--- config.mk ---
export PLATFORM = sky130hd
export DESIGN_NAME = mcu_mem_arbiter_flat
export DESIGN_NICKNAME = d
export VERILOG_FILES = /design/src/rtl/mcu_mem_arbiter_if.sv /design/src/rtl/mcu_mem_arbiter.sv /design/src/flat_wrapper.sv
export SDC_FILE = /design/constraint.sdc
export NUM_CORES = 1
export LEC_CHECK = 0
export BUFFER_PORTS_ARGS = -buffer_cell sky130_fd_sc_hd__buf_2
export CORE_MARGIN = 2
export CORE_UTILIZATION = 35
export DETAILED_ROUTE_END_ITERATION = 8
export GPL_TIMING_DRIVEN = 0
export PLACE_DENSITY_LB_ADDON = 0.15
export SLEW_MARGIN = 40
export SYNTH_ARGS = -nofsm -noshare
export SYNTH_HDL_FRONTEND = slang
export SYNTH_SLANG_ARGS = --single-unit
--- constraint.sdc ---
create_clock -name MCU_CLK -period 2.7 [get_ports MCU_CLK]
set_input_delay 0.405 -clock MCU_CLK [delete_from_list [all_inputs] [get_ports MCU_CLK]]
set_output_delay 0.405 -clock MCU_CLK [all_outputs]
set_load 0.05 [all_outputs]
--- src/rtl/mcu_mem_arbiter_if.sv ---
// ---------------------------------------------------------------------------
// mcu_mem_arbiter_if
//   Bundle of the cache, DMA and memory-controller signals around the
//   memory-port arbiter.
//   slave  : arbiter view (requests/acks in, grants/mem drive out)
//   master : environment view (cache, DMA and memory controller)
//   Signals:
//     cache_req/we/addr/wdata  cache request side
//     dma_mcu_access           grant to cache
//     dma_req/we/addr/wdata    DMA request side
//     dma_grant                grant to DMA
//     mem_do_act/we/addr/dataintomem  memory-controller command
//     mem_ack                  memory-controller acknowledge
//     cache_ack/dma_ack        ack routed to the current owner
//     arb_timeout              watchdog release pulse
// ---------------------------------------------------------------------------
interface mcu_mem_arbiter_if;
    logic        cache_req;
    logic        cache_we;
    logic [31:0] cache_addr;
    logic [31:0] cache_wdata;
    logic        dma_mcu_access;
    logic        dma_req;
    logic        dma_we;
    logic [31:0] dma_addr;
    logic [31:0] dma_wdata;
    logic        dma_grant;
    logic        mem_do_act;
    logic        mem_we;
    logic [31:0] mem_addr;
    logic [31:0] mem_dataintomem;
    logic        mem_ack;
    logic        cache_ack;
    logic        dma_ack;
    logic        arb_timeout;

    modport slave (
        input  cache_req, cache_we, cache_addr, cache_wdata,
        input  dma_req, dma_we, dma_addr, dma_wdata,
        input  mem_ack,
        output dma_mcu_access, dma_grant,
        output mem_do_act, mem_we, mem_addr, mem_dataintomem,
        output cache_ack, dma_ack, arb_timeout
    );

    modport master (
        output cache_req, cache_we, cache_addr, cache_wdata,
        output dma_req, dma_we, dma_addr, dma_wdata,
        output mem_ack,
        input  dma_mcu_access, dma_grant,
        input  mem_do_act, mem_we, mem_addr, mem_dataintomem,
        input  cache_ack, dma_ack, arb_timeout
    );
endinterface

--- src/rtl/mcu_mem_arbiter.sv ---
// ---------------------------------------------------------------------------
// mcu_mem_arbiter
//   Shares the single memory-controller port between the cache and the DMA
//   engine. Cache has fixed priority; a DMA request that has waited
//   STARVE_LIMIT cycles wins the next arbitration. Every ownership ends with
//   exactly one TURN cycle in which nobody drives the port.
//
//   Ports:
//     MCU_CLK  clock
//     RST      asynchronous active-low reset
//     bus      mcu_mem_arbiter_if.slave (cache, DMA and memory signals)
//
//   Parameters:
//     STARVE_LIMIT  DMA wait cycles before it overrides cache priority (>=1)
//     WDOG_CYCLES   owner cycles without mem_ack before forced release (>=2)
//
//   Build option:
//     ARB_WATCHDOG_EN  enables the ownership watchdog and arb_timeout pulse;
//                      without it arb_timeout is tied 0 and an owner may hold
//                      the port indefinitely.
// ---------------------------------------------------------------------------
module mcu_mem_arbiter #(
    parameter int unsigned STARVE_LIMIT = 8,
    parameter int unsigned WDOG_CYCLES  = 256
) (
    input  logic              MCU_CLK,
    input  logic              RST,
    mcu_mem_arbiter_if.slave  bus
);

    typedef enum logic [1:0] {
        S_IDLE  = 2'd0,
        S_CACHE = 2'd1,
        S_DMA   = 2'd2,
        S_TURN  = 2'd3
    } state_t;

    localparam int unsigned CW = $clog2(STARVE_LIMIT + 1);

    state_t          r_state;
    state_t          w_next;
    logic [CW-1:0]   r_starve_cnt;
    logic            w_starve;
    logic            w_owner;
    logic            w_wdog_hit;
    logic [31:0]     r_addr;
    logic [31:0]     r_wdata;

    assign w_starve = (r_starve_cnt == CW'(STARVE_LIMIT));
    assign w_owner  = (r_state == S_CACHE) || (r_state == S_DMA);

`ifdef ARB_WATCHDOG_EN
    localparam int unsigned WW = $clog2(WDOG_CYCLES);

    logic [WW-1:0] r_wdog_cnt;
    logic          r_timeout;

    // Counter holds (elapsed owner cycles - 1) so the hit lands in the
    // WDOG_CYCLES-th ackless owner cycle and TURN follows on that edge.
    assign w_wdog_hit = w_owner && !bus.mem_ack &&
                        (r_wdog_cnt == WW'(WDOG_CYCLES - 1));

    always_ff @(posedge MCU_CLK or negedge RST) begin
        if (!RST) begin
            r_wdog_cnt <= '0;
            r_timeout  <= 1'b0;
        end else begin
            r_timeout <= w_wdog_hit;
            if (!w_owner || bus.mem_ack || w_wdog_hit)
                r_wdog_cnt <= '0;
            else
                r_wdog_cnt <= r_wdog_cnt + WW'(1);
        end
    end

    assign bus.arb_timeout = r_timeout;
`else
    assign w_wdog_hit      = 1'b0;
    assign bus.arb_timeout = 1'b0;
`endif

    // Next-state logic. The released owner always passes through TURN, so
    // a still-high request after a forced release is re-arbitrated in IDLE.
    always_comb begin
        w_next = r_state;
        case (r_state)
            S_IDLE: begin
                if (bus.dma_req && (w_starve || !bus.cache_req))
                    w_next = S_DMA;
                else if (bus.cache_req)
                    w_next = S_CACHE;
            end
            S_CACHE: if (!bus.cache_req || w_wdog_hit) w_next = S_TURN;
            S_DMA:   if (!bus.dma_req   || w_wdog_hit) w_next = S_TURN;
            S_TURN:  w_next = S_IDLE;
            default: w_next = S_IDLE;
        endcase
    end

    always_ff @(posedge MCU_CLK or negedge RST) begin
        if (!RST) r_state <= S_IDLE;
        else      r_state <= w_next;
    end

    // Starvation counter: cleared when DMA is granted, saturates at the limit.
    always_ff @(posedge MCU_CLK or negedge RST) begin
        if (!RST)
            r_starve_cnt <= '0;
        else if (w_next == S_DMA && r_state != S_DMA)
            r_starve_cnt <= '0;
        else if (bus.dma_req && r_state != S_DMA && !w_starve)
            r_starve_cnt <= r_starve_cnt + CW'(1);
    end

    // Address/data hold registers so the memory bus stays quiet between
    // owners instead of toggling with whatever the requesters drive.
    always_ff @(posedge MCU_CLK or negedge RST) begin
        if (!RST) begin
            r_addr  <= '0;
            r_wdata <= '0;
        end else if (r_state == S_CACHE) begin
            r_addr  <= bus.cache_addr;
            r_wdata <= bus.cache_wdata;
        end else if (r_state == S_DMA) begin
            r_addr  <= bus.dma_addr;
            r_wdata <= bus.dma_wdata;
        end
    end

    assign bus.dma_mcu_access = (r_state == S_CACHE);
    assign bus.dma_grant      = (r_state == S_DMA);

    always_comb begin
        bus.mem_do_act      = 1'b0;
        bus.mem_we          = 1'b0;
        bus.mem_addr        = r_addr;
        bus.mem_dataintomem = r_wdata;
        case (r_state)
            S_CACHE: begin
                bus.mem_do_act      = bus.cache_req;
                bus.mem_we          = bus.cache_we;
                bus.mem_addr        = bus.cache_addr;
                bus.mem_dataintomem = bus.cache_wdata;
            end
            S_DMA: begin
                bus.mem_do_act      = bus.dma_req;
                bus.mem_we          = bus.dma_we;
                bus.mem_addr        = bus.dma_addr;
                bus.mem_dataintomem = bus.dma_wdata;
            end
            default: ;
        endcase
    end

    // Acks follow the registered grant, so IDLE/TURN acks go nowhere.
    assign bus.cache_ack = bus.mem_ack && (r_state == S_CACHE);
    assign bus.dma_ack   = bus.mem_ack && (r_state == S_DMA);

endmodule

--- src/flat_wrapper.sv ---
// flat-port wrapper written by rule: the top's interface ports become plain ports
module mcu_mem_arbiter_flat 
#(
    parameter int unsigned STARVE_LIMIT = 8,
    parameter int unsigned WDOG_CYCLES  = 256
)
  (MCU_CLK, RST, bus_cache_req, bus_cache_we, bus_cache_addr, bus_cache_wdata, bus_dma_req, bus_dma_we, bus_dma_addr, bus_dma_wdata, bus_mem_ack, bus_dma_mcu_access, bus_dma_grant, bus_mem_do_act, bus_mem_we, bus_mem_addr, bus_mem_dataintomem, bus_cache_ack, bus_dma_ack, bus_arb_timeout);
  mcu_mem_arbiter_if bus_i ();
  input  logic MCU_CLK;
  input  logic RST;
  input wire logic [$bits(bus_i.cache_req)-1:0] bus_cache_req;
  input wire logic [$bits(bus_i.cache_we)-1:0] bus_cache_we;
  input wire logic [$bits(bus_i.cache_addr)-1:0] bus_cache_addr;
  input wire logic [$bits(bus_i.cache_wdata)-1:0] bus_cache_wdata;
  input wire logic [$bits(bus_i.dma_req)-1:0] bus_dma_req;
  input wire logic [$bits(bus_i.dma_we)-1:0] bus_dma_we;
  input wire logic [$bits(bus_i.dma_addr)-1:0] bus_dma_addr;
  input wire logic [$bits(bus_i.dma_wdata)-1:0] bus_dma_wdata;
  input wire logic [$bits(bus_i.mem_ack)-1:0] bus_mem_ack;
  output wire logic [$bits(bus_i.dma_mcu_access)-1:0] bus_dma_mcu_access;
  output wire logic [$bits(bus_i.dma_grant)-1:0] bus_dma_grant;
  output wire logic [$bits(bus_i.mem_do_act)-1:0] bus_mem_do_act;
  output wire logic [$bits(bus_i.mem_we)-1:0] bus_mem_we;
  output wire logic [$bits(bus_i.mem_addr)-1:0] bus_mem_addr;
  output wire logic [$bits(bus_i.mem_dataintomem)-1:0] bus_mem_dataintomem;
  output wire logic [$bits(bus_i.cache_ack)-1:0] bus_cache_ack;
  output wire logic [$bits(bus_i.dma_ack)-1:0] bus_dma_ack;
  output wire logic [$bits(bus_i.arb_timeout)-1:0] bus_arb_timeout;
  assign bus_i.cache_req = bus_cache_req;
  assign bus_i.cache_we = bus_cache_we;
  assign bus_i.cache_addr = bus_cache_addr;
  assign bus_i.cache_wdata = bus_cache_wdata;
  assign bus_i.dma_req = bus_dma_req;
  assign bus_i.dma_we = bus_dma_we;
  assign bus_i.dma_addr = bus_dma_addr;
  assign bus_i.dma_wdata = bus_dma_wdata;
  assign bus_i.mem_ack = bus_mem_ack;
  assign bus_dma_mcu_access = bus_i.dma_mcu_access;
  assign bus_dma_grant = bus_i.dma_grant;
  assign bus_mem_do_act = bus_i.mem_do_act;
  assign bus_mem_we = bus_i.mem_we;
  assign bus_mem_addr = bus_i.mem_addr;
  assign bus_mem_dataintomem = bus_i.mem_dataintomem;
  assign bus_cache_ack = bus_i.cache_ack;
  assign bus_dma_ack = bus_i.dma_ack;
  assign bus_arb_timeout = bus_i.arb_timeout;
  mcu_mem_arbiter #(.STARVE_LIMIT(STARVE_LIMIT), .WDOG_CYCLES(WDOG_CYCLES)) u_core (.MCU_CLK(MCU_CLK), .RST(RST), .bus(bus_i));
endmodule
After elaboration in Yosys (flattened, before gate mapping)
Cells that the tools add are included.
{"block": "word_totals", "register_bits": 70, "out_inout_bits": 71, "in_bits": 135}
{"block": "classes", "n_reduce_logical": 12, "mux": 15, "add_sub_neg": 1, "n_eq_ne": 6}
{"operator": "2-to-1 mux 32 bit", "n": 4}
{"operator": "case mux 32 bit (2 select lines)", "n": 2}
{"operator": "2-to-1 mux 2 bit", "n": 4}
{"operator": "2-to-1 mux 4 bit", "n": 2}
{"operator": "case mux 2 bit (4 select lines)", "n": 1}
{"operator": "equality test 2 bit, second input constant", "n": 3}
{"operator": "logical AND 1 bit", "n": 6}
{"operator": "adder 4 x 1 -> 4 bit, second input constant", "n": 1}
{"operator": "equality test 4 bit, second input constant", "n": 1}
{"operator": "case mux 1 bit (2 select lines)", "n": 2}
{"operator": "nonzero test 2 bit", "n": 2}
{"operator": "equality test 2 x 1 -> 1 bit, second input constant", "n": 1}
{"operator": "logical NOT 1 bit", "n": 2}
{"operator": "logical NOT 2 bit", "n": 1}
{"operator": "!= test 2 bit, second input constant", "n": 1}
{"operator": "logical OR 1 bit", "n": 1}

Logic depth before layout (Yosys ltp)
Gate-level depths: netlist (run 1).
{"block": "logic_depth", "word_depth": 8, "ltp_mapped": 7}

Worst setup path before layout (run 1)
No wires, ideal clock.
{"block": "synth_timing", "path_kind": "register to output", "from": "register u_core.r_state[0]", "to": "output bus_mem_addr[12]", "arrival_ps": 2387, "setup_slack_ps": -92, "t_required_ps": 2295, "n_path_buf": 3, "stages_incl_launch_ff": 8, "cell_sequence": "dfrtp_1 > inv_1 > ha_1 > buf_6 > buf_2 > buf_2 > nand2_1 > a21oi_1"}
{"block": "synth_between", "elab_chain_len": 2, "elab_cells_between_ends": 3, "classes_between": "2 x eq/ne; 1 x mux"}
{"item": "from (decl)", "line": "mcu_mem_arbiter.sv:40", "text": "state_t r_state;"}
{"item": "from (signal assigned)", "line": "mcu_mem_arbiter.sv:102", "text": "else r_state <= w_next;"}
{"item": "equality test 2 bit"}
{"item": "named net bus_dma_grant", "line": "flat_wrapper.sv:21", "text": "output wire logic [$bits(bus_i.dma_grant)-1:0] bus_dma_grant;"}
{"item": "case mux 32 bit (2 select lines)", "line": "mcu_mem_arbiter.sv:138", "text": "case (r_state)"}
{"item": "to (decl)", "line": "flat_wrapper.sv:24", "text": "output wire logic [$bits(bus_i.mem_addr)-1:0] bus_mem_addr;"}
The timed path passes the listed nets, and every way through them passes these cells.

Worst setup path after layout (run 1)
{"block": "layout_timing", "from": "register u_core.r_state[0]", "to": "output bus_mem_addr[10]"}
{"block": "layout_between", "elab_chain_len": 2, "elab_cells_between_ends": 3, "classes_between": "2 x eq/ne; 1 x mux"}
{"item": "equality test 2 bit / equality test 2 x 1 -> 1 bit (equally long branches)"}
{"item": "case mux 32 bit (2 select lines) *", "line": "mcu_mem_arbiter.sv:138"}
Mark *: on every way between the ends. The rest lies on a longest branch, timed or not.

==> results of run 1 <==
==> per-stage QoR <==
stage,hold slack (ns),setup WS [ns],TNS [ns],cells
finish,0.3360,0.08989,0,912
global route,0.3411,-0.02898,-0.08361,912
CTS,0.3307,0.001845,0,912
detailed placement,0.3114,0.1216,0,895
global placement,0.4962,0.1766,0,894
floorplan,0.1094,0.1225,0,543
==> Yosys cell counts (2+ instances only) <==
library cell / number / area share
o21ai_0: 3 / 0.0035
ha_1: 6 / 0.017
clkbuf_1: 20 / 0.017
and2_1: 2 / 0.0029
buf_2: 13 / 0.015
a31oi_1: 2 / 0.0029
nand2_1: 64 / 0.056
a32oi_1: 3 / 0.0061
nand3_1: 4 / 0.0046
dfrtp_1: 70 / 0.41
buf_6: 3 / 0.0078
inv_1: 5 / 0.0044
a21oi_1: 129 / 0.15
buf_4: 2 / 0.0035
nand2b_1: 68 / 0.099
a21boi_0: 64 / 0.11
a22oi_1: 3 / 0.0052
nand3b_1: 2 / 0.0035
nor2_1: 66 / 0.058
nor2b_1: 3 / 0.0044
==> worst reg2reg max path: cells and delay by family (launching register included) <==
| family | cells | cell delay, ns |
|---|---|---|
| flip-flops | 1 | 0.42 |
| adder cells (fa/ha/maj) | 1 | 0.19 |
| AND/OR/NAND/NOR | 1 | 0.18 |
| AO/OA/AOI/OAI | 1 | 0.06 |
| buffers and inverters | 4 | 0.87 |
==> layer usage <==
layer  routed length, µm  vias up
li1                    -     2281
met1                6322     2190
met2                6450      189
met3                1007       12
met4                 182        0
met5                   0        -
==> worst paths after layout <==
kind                                   start           endpoint  slack, ns  cells after the start
hold / removal              bus_dma_addr[16]  u_core.r_addr[16]       0.34                      3
setup / recovery           u_core.r_state[0]   bus_mem_addr[10]       0.09                      7
hold reg to reg            u_core.r_wdata[2]  u_core.r_wdata[2]       0.51                      2
setup reg to reg           u_core.r_state[1]  u_core.r_wdata[6]       0.85                      7
max in group asynchronous                RST   u_core.r_addr[1]       1.65                      3
min in group asynchronous                RST  u_core.r_addr[26]       0.52                      2
==> logic make-up (layout without fill, tap and decap cells) <==
logic type	after synthesis	in the layout	synth area share
other	1	1	0.0008710
buffers and inverters	43	265	0.04824
flip-flops	70	70	0.4069
AND/OR/NAND/NOR	215	215	0.2398
AO/OA/AOI/OAI	207	207	0.2845
multiplexers	1	1	0.002325
adder cells (fa/ha/maj)	6	6	0.01744
==> registers in the layout (all words and copies together) (netlist names) <==
signal and count:
u_core.r_state 2, u_core.r_addr 32, u_core.r_wdata 32, u_core.r_starve_cnt 4
==> cell usage in the layout (no fill, tap or decap), types with 2 or more instances in the layout <==
master	synthesis	layout
a21boi_2	0	34
a31oi_1	2	2
nor2_1	66	66
inv_1	5	5
o21ai_0	3	3
and2_1	2	2
nand3_1	4	4
ha_1	6	5
dfrtp_1	70	69
a32oi_1	3	3
buf_6	3	4
nand2b_1	68	68
a21oi_2	0	64
nand2_1	64	64
nand3b_1	2	2
clkinv_2	0	2
clkbuf_2	0	14
clkbuf_4	0	37
buf_4	2	7
clkbuf_16	0	9
nor2b_1	3	3
clkbuf_1	20	8
buf_2	13	174
a21boi_0	64	24
a21oi_1	129	65
a22oi_1	3	3
a21boi_1	0	6
bufinv_16	0	2
==> final cells by class <==
cell class,instances,area share
Multi-Input combinational cell,430,0.4273
Clock buffer,12,0.03877
Tap cell,147,0.02893
Timing Repair Buffer,206,0.1797
Inverter,5,0.002952
Clock inverter,4,0.01102
Buffer,38,0.03562
Sequential cell,70,0.2757
==> timing repair <==
item,4_1_cts,5_1_grt
resized for setup,46,98
setup endpoints to repair,65,62
hold buffers,1,0
endpoints found under the hold margin,32,0
gates cloned,0,0
==> out/metrics.csv, run 1 <==
stage,metric,value,unit
yosys,proportion_of_synthesized_chip_area_in_sequential_cells,0.4069,
floorplanning,die_h,114.9,µm
grt,maximum_number_of_pins_on_one_net_before_global_route_repair,39,
layout,finalNetCount,901,
floorplanning,die_width,114.9,µm
layout,drive_gt1_frac,0.4601,
sta,finalHoldViolations,0,
drt,antenna_violating_nets_post_route,0,
cts,postCtsSetupBuffers,0,
floorplanning,die-area,0.01320,mm²
cts,cts.clk_slew.worst_paths,0.06,ns
grt,number_of_antenna_violations_at_the_first_check_in_global_routing,0,
setup_path,path_max_fanout,10,
sta,timing.final.crit_period,2.610,ns
cts,insertion_delay_of_the_later_clocked_pin_in_the_worst_skew_pair,0.33,ns
setup_path,crit_path_frequent_cell,clkbuf_4,
grt,use_met2,0.3471,
yosys,combined_area_of_all_synthesized_cells,0.004305,mm²
yosys,syn_area_per_cell,7.929,µm²
layout,layout.cell_area.non_filler,0.006357,mm²
grt,global_route_wire_length_before_repair,22300,µm
outcome,run_status,"complete, no violations",
yosys,netlist_instances,543,
job,max_cap_violations,0,
layout,antenna_cells_inserted,0,
setup_path,worst_path_max_delay_cell,dfrtp_2,
floorplanning,row_count,40,
cts,clkSinkCount,70,
layout,final_core_utilization,0.5293,
yosys,netlist-cell-type-count,31,
placed_design,dpl.hpwl,10570,µm
yosys,ys_async_sr_fraction,1.000,
drt,routed-via-count,4672,
sta,maxSlewViolCount,0,
setup_path,timing.critical_path.to_type,output port,
setup_path,critical_path.cell_chain,"inv_1, ha_2, buf_4, clkbuf_4, a21boi_2, a21oi_2, clkbuf_4",
placed_design,place_congestion,0.8141,
setup_path,timing.critical_path.from_type,flip-flop,
drt,drt_pass1_iterations,6,
yosys,most_used_dff_post_synth,dfrtp_1,
grt,groute.layer.met3.usage,0.03479,
drt,first_iter_violations,167,
grt,busiest_layer,met2,
floorplanning,boundaryPins,206,
layout,num-fill-cells,1167,
sta,timing.fmax,383.1,MHz
setup_path,crit_arrival,2.21,ns
sta,post-route-period-util,0.9667,
layout,register_area,0.001753,mm²
setup_path,worst_path_dominant_cell_family,buffers and inverters,
cts,cts_buffers,9,
grt,grt_remaining_overflow,0,
grt,grt_pass1_vias,4588,
setup_path,worstPathBufferInverterCount,4,
floorplanning,floorplan.initialDensity,0.3584,
placed_design,buffer_ports.inserted,204,
layout,multiInputGateArea,0.002716,mm²
sta,timing.clock.skew,0.005897,ns
cts,cts-root-to-sink-buffers,2,
cts,cts_tree,done,
floorplanning,core_area,0.01201,mm²
drt,avgViaCountPerCell,5.123,
sta,worst_slew_pin_slew,0.5292,ns
yosys,syn_nets,684,
setup_path,critPathMaxStageDelay,0.43,ns
yosys,synth-seq-cells,70,
min_path,hold_path_class,input pin to flip-flop,
sta,unrepaired_setup_endpoints_after_global_routing,true,
cts,root_buffer_cell,clkbuf_16,
drt,wl_per_cell,15.31,µm
drt,drc,0,
sta,setup_viol,0,
setup_path,timing.setup.critical_path_class,flip-flop to output port,
drt,wl_final,13960,µm
setup_path,worstPathRequired,2.30,ns
layout,syn2layout_area_growth,47.66,%
grt,grt.total_usage,0.2119,
cts,cts-htree-levels,3,
yosys,yosysWarningCount,0,
sta,worst_slew_margin_rel,0.6472,
yosys,synth_edf_count,0,
placed_design,dpl-instance-area,0.005777,mm²
grt,global_route.usage.met1,0.2881,
Power of run 1 is not shown: default switching activity piles up to over one toggle a cycle in this logic, so the estimate is an artifact.
==> inputs of run 2 (changes only) <==
--- a/config.mk
+++ b/config.mk
@@ -10,7 +10,7 @@
 export CORE_UTILIZATION = 35
 export DETAILED_ROUTE_END_ITERATION = 8
 export GPL_TIMING_DRIVEN = 0
-export PLACE_DENSITY_LB_ADDON = 0.15
+export PLACE_DENSITY = 0.74
 export SLEW_MARGIN = 40
 export SYNTH_ARGS = -nofsm -noshare
 export SYNTH_HDL_FRONTEND = slang
==> run 2 against run 1 <==
Wire length down 3.8%. Via count is 3.3% lower. Global-route usage is 1.1 points lower. Final cell count increased by 0.22%. Sequential share of layout area up 0.39 points. First-iteration DRC count is 11% lower. Clock skew fell by 0.0010 ns.
==> out/metrics.csv, run 2 (synthesis results as in run 1) <==
stage,metric,value,unit,change
cts,cts-htree-levels,3,,unchanged
floorplanning,floorplan.initialDensity,0.3584,,unchanged
placed_design,buffer_ports.inserted,204,,unchanged
sta,timing.fmax,390.2,MHz,was 383.1 MHz
sta,hold-worst-slack,0.3384,ns,was 0.3360 ns
sta,setup_viol,0,,unchanged
setup_path,timing.critical_path.from_type,flip-flop,,unchanged
setup_path,crit_path_frequent_cell,buf_2,,was clkbuf_4
setup_path,worstPathBufferInverterCount,4,,unchanged
grt,global_route_wire_length_before_repair,21060,µm,"was 22,300 µm"
drt,routed-via-count,4516,,"was 4,672"
layout,num-fill-cells,1167,,unchanged
setup_path,critical_path.cell_chain,"inv_1, ha_1, buf_6, buf_2, a21boi_2, a21oi_2, buf_2",,"was inv_1, ha_2, buf_4, clkbuf_4, a21boi_2, a21oi_2, clkbuf_4"
grt,grt.total_usage,0.2011,,was 0.2119
floorplanning,die-area,0.01320,mm²,unchanged
sta,finalHoldViolations,0,,unchanged
setup_path,worstRegToRegCells,6,,was 7
setup_path,cp_num_cells,7,,unchanged
layout,syn2layout_area_growth,45.51,%,was 47.66%
placed_design,detailedPlace.worstSlack,0.2337,ns,was 0.1216 ns
cts,postCtsSetupBuffers,0,,unchanged
setup_path,r2r_slack,0.91,ns,was 0.85 ns
grt,number_of_antenna_violations_at_the_first_check_in_global_routing,2,,was 0
placed_design,dpl-instance-area,0.005777,mm²,unchanged
placed_design,post-place-cells,895,,unchanged
drt,drc,0,,unchanged
floorplanning,die_h,114.9,µm,unchanged
grt,maximum_number_of_pins_on_one_net_before_global_route_repair,37,,was 39
setup_path,critPathMaxStageDelay,0.41,ns,was 0.43 ns
cts,clkSinkCount,70,,unchanged
layout,multiInputGateArea,0.002661,mm²,was 0.002716 mm²
cts,cts.clk_slew.worst_paths,0.06,ns,about the same
sta,setup_ws_final,0.1370,ns,was 0.08989 ns
floorplanning,core_area,0.01201,mm²,unchanged
sta,post-route-period-util,0.9493,,was 0.9667
drt,antenna_violating_nets_post_route,0,,unchanged
setup_path,timing.setup.critical_path_class,flip-flop to output port,,unchanged
layout,register_area,0.001752,mm²,was 0.001753 mm²
setup_path,path_max_fanout,10,,unchanged
setup_path,end_point_of_the_critical_path,bus_mem_addr[1],,was bus_mem_addr[10]
setup_path,crit_arrival,2.16,ns,was 2.21 ns
sta,maxSlewViolCount,0,,unchanged
layout,final_common_cell,buf_2,,unchanged
cts,insertion_delay_of_the_later_clocked_pin_in_the_worst_skew_pair,0.32,ns,was 0.33 ns
cts,cts_tree,done,,unchanged
placed_design,place_congestion,0.8068,,was 0.8141
setup_path,timing.critical_path.to_type,output port,,unchanged
sta,timing.final.crit_period,2.563,ns,was 2.610 ns
outcome,run_status,"complete, no violations",,unchanged
sta,timing.clock.skew,0.004863,ns,was 0.005897 ns
grt,grt_pass1_vias,4424,,"was 4,588"
setup_path,timing.critical_path.from,u_core.r_state[0],,unchanged
drt,wl_final,13430,µm,"was 13,960 µm"
setup_path,worst_path_dominant_cell_family,buffers and inverters,,unchanged
floorplanning,boundaryPins,206,,unchanged
setup_path,worstPathRequired,2.30,ns,about the same
layout,finalNetCount,901,,unchanged
layout,biggest_regs,"u_core.r_addr x32, u_core.r_wdata x32, u_core.r_starve_cnt x4",,unchanged
layout,final_cell_mix,"buf_2, dfrtp_1, nand2b_1",,unchanged
setup_path,worstReg2RegEnd,u_core.r_addr[22],,was u_core.r_wdata[6]
layout,final-instance-count-excl-fill,914,,was 912
grt,grt_remaining_overflow,0,,unchanged
placed_design,dpl.hpwl,10270,µm,"was 10,570 µm"
min_path,hold_path_class,input pin to flip-flop,,unchanged
drt,wl_per_cell,14.69,µm,was 15.31 µm
setup_path,worst_path_max_delay_cell,dfrtp_1,,was dfrtp_2
drt,avgViaCountPerCell,4.941,,was 5.123
floorplanning,row_count,40,,unchanged
cts,root_buffer_cell,clkbuf_16,,unchanged
job,max_cap_violations,0,,unchanged
drt,drt_pass1_iterations,4,,was 6
floorplanning,die_width,114.9,µm,unchanged
setup_path,critical_path.reg2reg.startpoint,u_core.r_state[0],,was u_core.r_state[1]
layout,drive_gt1_frac,0.4418,,was 0.4601
cts,cts_buffers,9,,unchanged
cts,cts-root-to-sink-buffers,2,,unchanged
drt,first_iter_violations,149,,was 167
layout,layout.cell_area.non_filler,0.006265,mm²,was 0.006357 mm²
## run 2: changes by cell type in the layout (fill, tap and decap cells not counted), sizes merged
cell / before / now
clkinvlp: 0 / 1
diode: 0 / 2
clkbuf: 69 / 46
buf: 186 / 208
## run 2: stage by stage
step / utilization / TNS (ns)
floorplan: - / 0
global placement: 0.4788 / 0
detailed placement: 0.4809 / 0
finish: 0.5216 / 0
CTS: 0.5103 / 0
global route: 0.5214 / -0.2992
## run 2: cell type report
type                    instances  share of cell area
diodes                          2           0.0007989
plain buffers                  38             0.03595
clock buffers                  11             0.04034
clock inverters                 5             0.01298
inverters                       5            0.002996
multi-input cells             430              0.4248
flip-flops and latches         70              0.2796
well taps                     147             0.02936
repair buffers                206              0.1732
## run 2: worst min-delay path by stage
stage	startpoint	cells past startpoint	slack, ns	endpoint
after floorplan	RST	0	0.11	u_core.r_addr[0]
after global placement	u_core.r_wdata[31]	2	0.49	u_core.r_wdata[31]
after detailed placement	RST	1	0.32	u_core.r_wdata[8]
after CTS	bus_dma_wdata[13]	3	0.33	u_core.r_wdata[13]
after global routing	bus_dma_wdata[22]	3	0.33	u_core.r_wdata[22]
final	bus_dma_wdata[13]	3	0.34	u_core.r_wdata[13]
## run 2: timing repair
action	4_1_cts	5_1_grt
hold buffers	1	0
resized for setup	6	95
setup endpoints to repair	41	64
endpoints found under the hold margin	34	0
## run 2: routing by layer
metal  vias up  share of wire  GRT usage
met4         0          0.013    0.06024
met5         -              0          0
li1       2275              -          -
met1      2075           0.45     0.2511
met3        12          0.071    0.05482
met2       154           0.47     0.3408
## run 2: worst min-delay path, delay by kind of cell
family | cells | cell delay [ns]
buf+inv | 1 | 0.10
simple gates | 1 | 0.06
compound gates | 1 | 0.06
Power of run 2 is left out for the same reason.
==> inputs of run 3 (changes only) <==
--- a/config.mk
+++ b/config.mk
@@ -5,12 +5,14 @@
 export SDC_FILE = /design/constraint.sdc
 export NUM_CORES = 1
 export LEC_CHECK = 0
+export ABC_AREA = 1
 export BUFFER_PORTS_ARGS = -buffer_cell sky130_fd_sc_hd__buf_2
+export CORE_ASPECT_RATIO = 1.2
 export CORE_MARGIN = 2
 export CORE_UTILIZATION = 35
 export DETAILED_ROUTE_END_ITERATION = 8
 export GPL_TIMING_DRIVEN = 0
-export PLACE_DENSITY = 0.74
+export PLACE_DENSITY = 0.73
 export SLEW_MARGIN = 40
 export SYNTH_ARGS = -nofsm -noshare
 export SYNTH_HDL_FRONTEND = slang
==> run 3 against run 2 <==
Count of clock-buffer cells in the layout is 2 higher. Sequential cell count stayed put. Worst hold slack better by 0.059 ns. Via count is 22% higher. Worst setup slack worse by 0.018 ns. Critical path type unchanged. Largest cell class unchanged. Highest routed layer is now met5.
==> out/metrics.csv, run 3 <==
stage,metric,value,unit,change
floorplanning,row_count,47,,was 40
placed_design,buffer_ports.inserted,204,,unchanged
yosys,ys_async_sr_fraction,1.000,,unchanged
layout,final-instance-count-excl-fill,1152,,was 914
cts,postCtsSetupBuffers,0,,unchanged
drt,avgViaCountPerCell,4.800,,was 4.941
job,max_cap_violations,0,,unchanged
placed_design,place_congestion,0.8288,,was 0.8068
setup_path,worst_path_max_delay_cell,dfrtp_1,,unchanged
sta,timing.fmax,387.4,MHz,was 390.2 MHz
yosys,combined_area_of_all_synthesized_cells,0.004840,mm²,was 0.004305 mm²
sta,maxSlewViolCount,0,,unchanged
yosys,share_of_the_synthesized_area_in_compound_gates_ao_oa_aoi_oai,0.2725,,was 0.2845
yosys,proportion_of_synthesized_chip_area_in_sequential_cells,0.3619,,was 0.4069
layout,antenna_cells_inserted,0,,was 2
floorplanning,die-area,0.01479,mm²,was 0.01320 mm²
outcome,run_status,"complete, no violations",,unchanged
setup_path,crit_arrival,2.18,ns,was 2.16 ns
setup_path,critical_path.cell_chain,"inv_1, ha_4, buf_6, buf_6, buf_6, nand2_1, o21ai_0, buf_4",,"was inv_1, ha_1, buf_6, buf_2, a21boi_2, a21oi_2, buf_2"
yosys,synth_top_cells_by_count,"o21ai_0, nand2_1, inv_1, dfrtp_1, o21ai_1",,"was a21oi_1, dfrtp_1, nand2b_1, nor2_1"
yosys,syn_area_per_cell,6.368,µm²,was 7.929 µm²
floorplanning,core_area,0.01364,mm²,was 0.01201 mm²
sta,post-route-period-util,0.9559,,was 0.9493
setup_path,critPathMaxStageDelay,0.40,ns,was 0.41 ns
setup_path,timing.critical_path.from,u_core.r_state[1],,was u_core.r_state[0]
sta,worst_slew_pin_slew,0.5057,ns,
layout,biggest_regs,"u_core.r_addr x32, u_core.r_wdata x32, u_core.r_starve_cnt x4",,unchanged
yosys,netlist.area_leader.share,0.3619,,was 0.4069
layout,num-fill-cells,1434,,"was 1,167"
setup_path,timing.setup.critical_path_class,flip-flop to output port,,unchanged
setup_path,critical_path.reg2reg.startpoint,u_core.r_state[1],,was u_core.r_state[0]
grt,grt_remaining_overflow,0,,unchanged
sta,timing.final.crit_period,2.581,ns,was 2.563 ns
yosys,synth_top_cell_by_area,dfrtp_1,,unchanged
floorplanning,boundaryPins,206,,unchanged
layout,drive_gt1_frac,0.2681,,was 0.4418
cts,cts-htree-levels,3,,unchanged
yosys,combinational_family_with_the_most_area_after_synthesis,compound AO/OA/AOI/OAI gates,,unchanged
placed_design,post-place-cells,1136,,was 895
layout,final_common_cell,o21ai_0,,was buf_2
drt,first_iter_violations,387,,was 149
min_path,whs_endpoint,u_core.r_wdata[17],,was u_core.r_wdata[13]
cts,cts.clk_slew.worst_paths,0.06,ns,about the same
setup_path,path_max_fanout,10,,unchanged
sta,setup_viol,0,,unchanged
setup_path,worstReg2RegEnd,u_core.r_addr[3],,was u_core.r_addr[22]
placed_design,dpl.hpwl,11700,µm,"was 10,270 µm"
drt,wl_final,15570,µm,"was 13,430 µm"
cts,clkSinkCount,70,,unchanged
drt,routed-via-count,5530,,"was 4,516"
min_path,hold_path_class,input pin to flip-flop,,unchanged
sta,unrepaired_setup_endpoints_after_global_routing,false,,
setup_path,timing.critical_path.from_type,flip-flop,,unchanged
floorplanning,die_h,132.8,µm,was 114.9 µm
setup_path,worstPathRequired,2.30,ns,about the same
layout,syn2layout_area_growth,37.62,%,was 45.51%
floorplanning,floorplan.initialDensity,0.3547,,was 0.3584
layout,layout.cell_area.non_filler,0.006660,mm²,was 0.006265 mm²
sta,finalHoldViolations,0,,unchanged
sta,timing.clock.skew,0.004015,ns,was 0.004863 ns
layout,finalNetCount,1117,,was 901
placed_design,detailedPlace.worstSlack,0.09534,ns,was 0.2337 ns
cts,cts_tree,done,,unchanged
sta,worst_slew_margin_rel,0.6629,,
yosys,ranking_of_synthesized_cells_by_area,"dfrtp_1, o21ai_0, nand2_1",,"was dfrtp_1, a21oi_1, a21boi_0"
layout,final_cell_mix,"o21ai_0, nand2_1, buf_2",,"was buf_2, dfrtp_1, nand2b_1"
grt,maximum_number_of_pins_on_one_net_before_global_route_repair,38,,was 37
setup_path,crit_path_frequent_cell,buf_6,,was buf_2
yosys,synthXorXnorAreaFrac,0.003619,,was 0
yosys,yosysWarningCount,0,,unchanged
grt,grt_pass1_vias,5232,,"was 4,424"
grt,number_of_antenna_violations_at_the_first_check_in_global_routing,1,,was 2
setup_path,timing.critical_path.to_type,output port,,unchanged
drt,drt_pass1_iterations,5,,was 4
yosys,synth-seq-cells,70,,unchanged
yosys,syn_nets,901,,was 684
drt,antenna_violating_nets_post_route,0,,unchanged
yosys,fraction_of_synthesized_area_in_multiplexers,0,,was 0.002325
yosys,most_used_dff_post_synth,dfrtp_1,,unchanged
min_path,timing.hold.worst.start,bus_cache_wdata[17],,was bus_dma_wdata[13]
grt,grt.total_usage,0.2071,,was 0.2011
yosys,netlist-cell-type-count,20,,was 31
yosys,synth_simple_gate_area_share,0.1784,,was 0.2398
drt,drc,0,,unchanged
cts,insertion_delay_of_the_later_clocked_pin_in_the_worst_skew_pair,0.34,ns,was 0.32 ns
floorplanning,die_width,111.3,µm,was 114.9 µm
cts,cts-root-to-sink-buffers,2,,unchanged
drt,wl_per_cell,13.52,µm,was 14.69 µm
yosys,synth_adder_area_share,0.01551,,was 0.01744
sta,setup_ws_final,0.1189,ns,was 0.1370 ns
sta,hold-worst-slack,0.3977,ns,was 0.3384 ns
yosys,yosysMostFrequentCell,o21ai_0,,was a21oi_1
setup_path,worstRegToRegCells,6,,unchanged
cts,root_buffer_cell,clkbuf_16,,unchanged
placed_design,dpl-instance-area,0.006108,mm²,was 0.005777 mm²
cts,cts_buffers,9,,unchanged
setup_path,r2r_slack,0.90,ns,was 0.91 ns
yosys,netlist_instances,760,,was 543
min_path,whs_path_depth,5,,was 3
yosys,synth_edf_count,0,,unchanged
grt,global_route_wire_length_before_repair,24850,µm,"was 21,060 µm"
## run 3: changes by cell type after synthesis, sizes merged, moves of 59 or more
cell / before / now
nand2: 64 / 214
o21ai: 3 / 258
a21boi: 64 / 0
nor2: 66 / 7
nand2b: 69 / 0
a21oi: 129 / 4
inv: 5 / 142
## run 3: through the flow
stage	util	TNS, ns
2_1_floorplan	-	0
3_3_place_gp	0.4458	0
3_5_place_dp	0.4477	0
4_1_cts	0.4840	-0.03424
5_1_grt	0.4882	0
6_report	0.4882	0
## run 3: how the worst max path moves through the flow
stage	end	slack (ns)	depth (start not counted)
after floorplan	bus_mem_addr[2]	0.05	5
after global placement	bus_mem_dataintomem[4]	0.13	8
after detailed placement	bus_mem_dataintomem[4]	0.1	8
after CTS	bus_mem_dataintomem[4]	-0.03	8
after global routing	bus_mem_addr[29]	0.008	8
final	bus_mem_dataintomem[4]	0.12	8
## run 3: area by class of cell
class | instances | area [µm²] | share of cell area
Clock buffer | 13 | 270.3 | 0.04058
Multi-Input combinational cell | 498 | 2313 | 0.3474
Timing Repair Buffer | 206 | 1200 | 0.1802
Tap cell | 171 | 214.0 | 0.03212
Inverter | 142 | 533.0 | 0.08003
Sequential cell | 70 | 1752 | 0.2630
Buffer | 49 | 312.8 | 0.04697
Clock inverter | 3 | 65.06 | 0.009769
## run 3: layer usage
layer / vias up / GRT usage / wire (µm)
met5: - / 0 / 13
met4: 2 / 0.07956 / 341
met3: 25 / 0.02474 / 817
met2: 207 / 0.3669 / 7740
met1: 2489 / 0.2577 / 6660
li1: 2807 / - / -
## run 3: cell families (layout without fill, tap and decap cells)
kind of cell,after synthesis,after routing
xor+xnor,2,2
fa+ha+maj,6,6
simple gates,226,226
compound gates,263,263
other cells,1,1
flops,70,70
buf+inv,192,413
## run 3: worst max-delay path, delay by kind of cell (launching register included)
family / cells / cell delay, ns
buffers and inverters: 5 / 0.90
flip-flops: 1 / 0.40
adder cells (fa/ha/maj): 1 / 0.33
AO/OA/AOI/OAI: 1 / 0.14
AND/OR/NAND/NOR: 1 / 0.06
## run 3: timing repair
item / in CTS / in global routing
endpoints found under the setup margin: 66 / 64
gates resized for setup: 60 / 26
hold endpoints to repair: 33 / 0
hold buffers: 1 / 0
Power of run 3 is left out for the same reason.
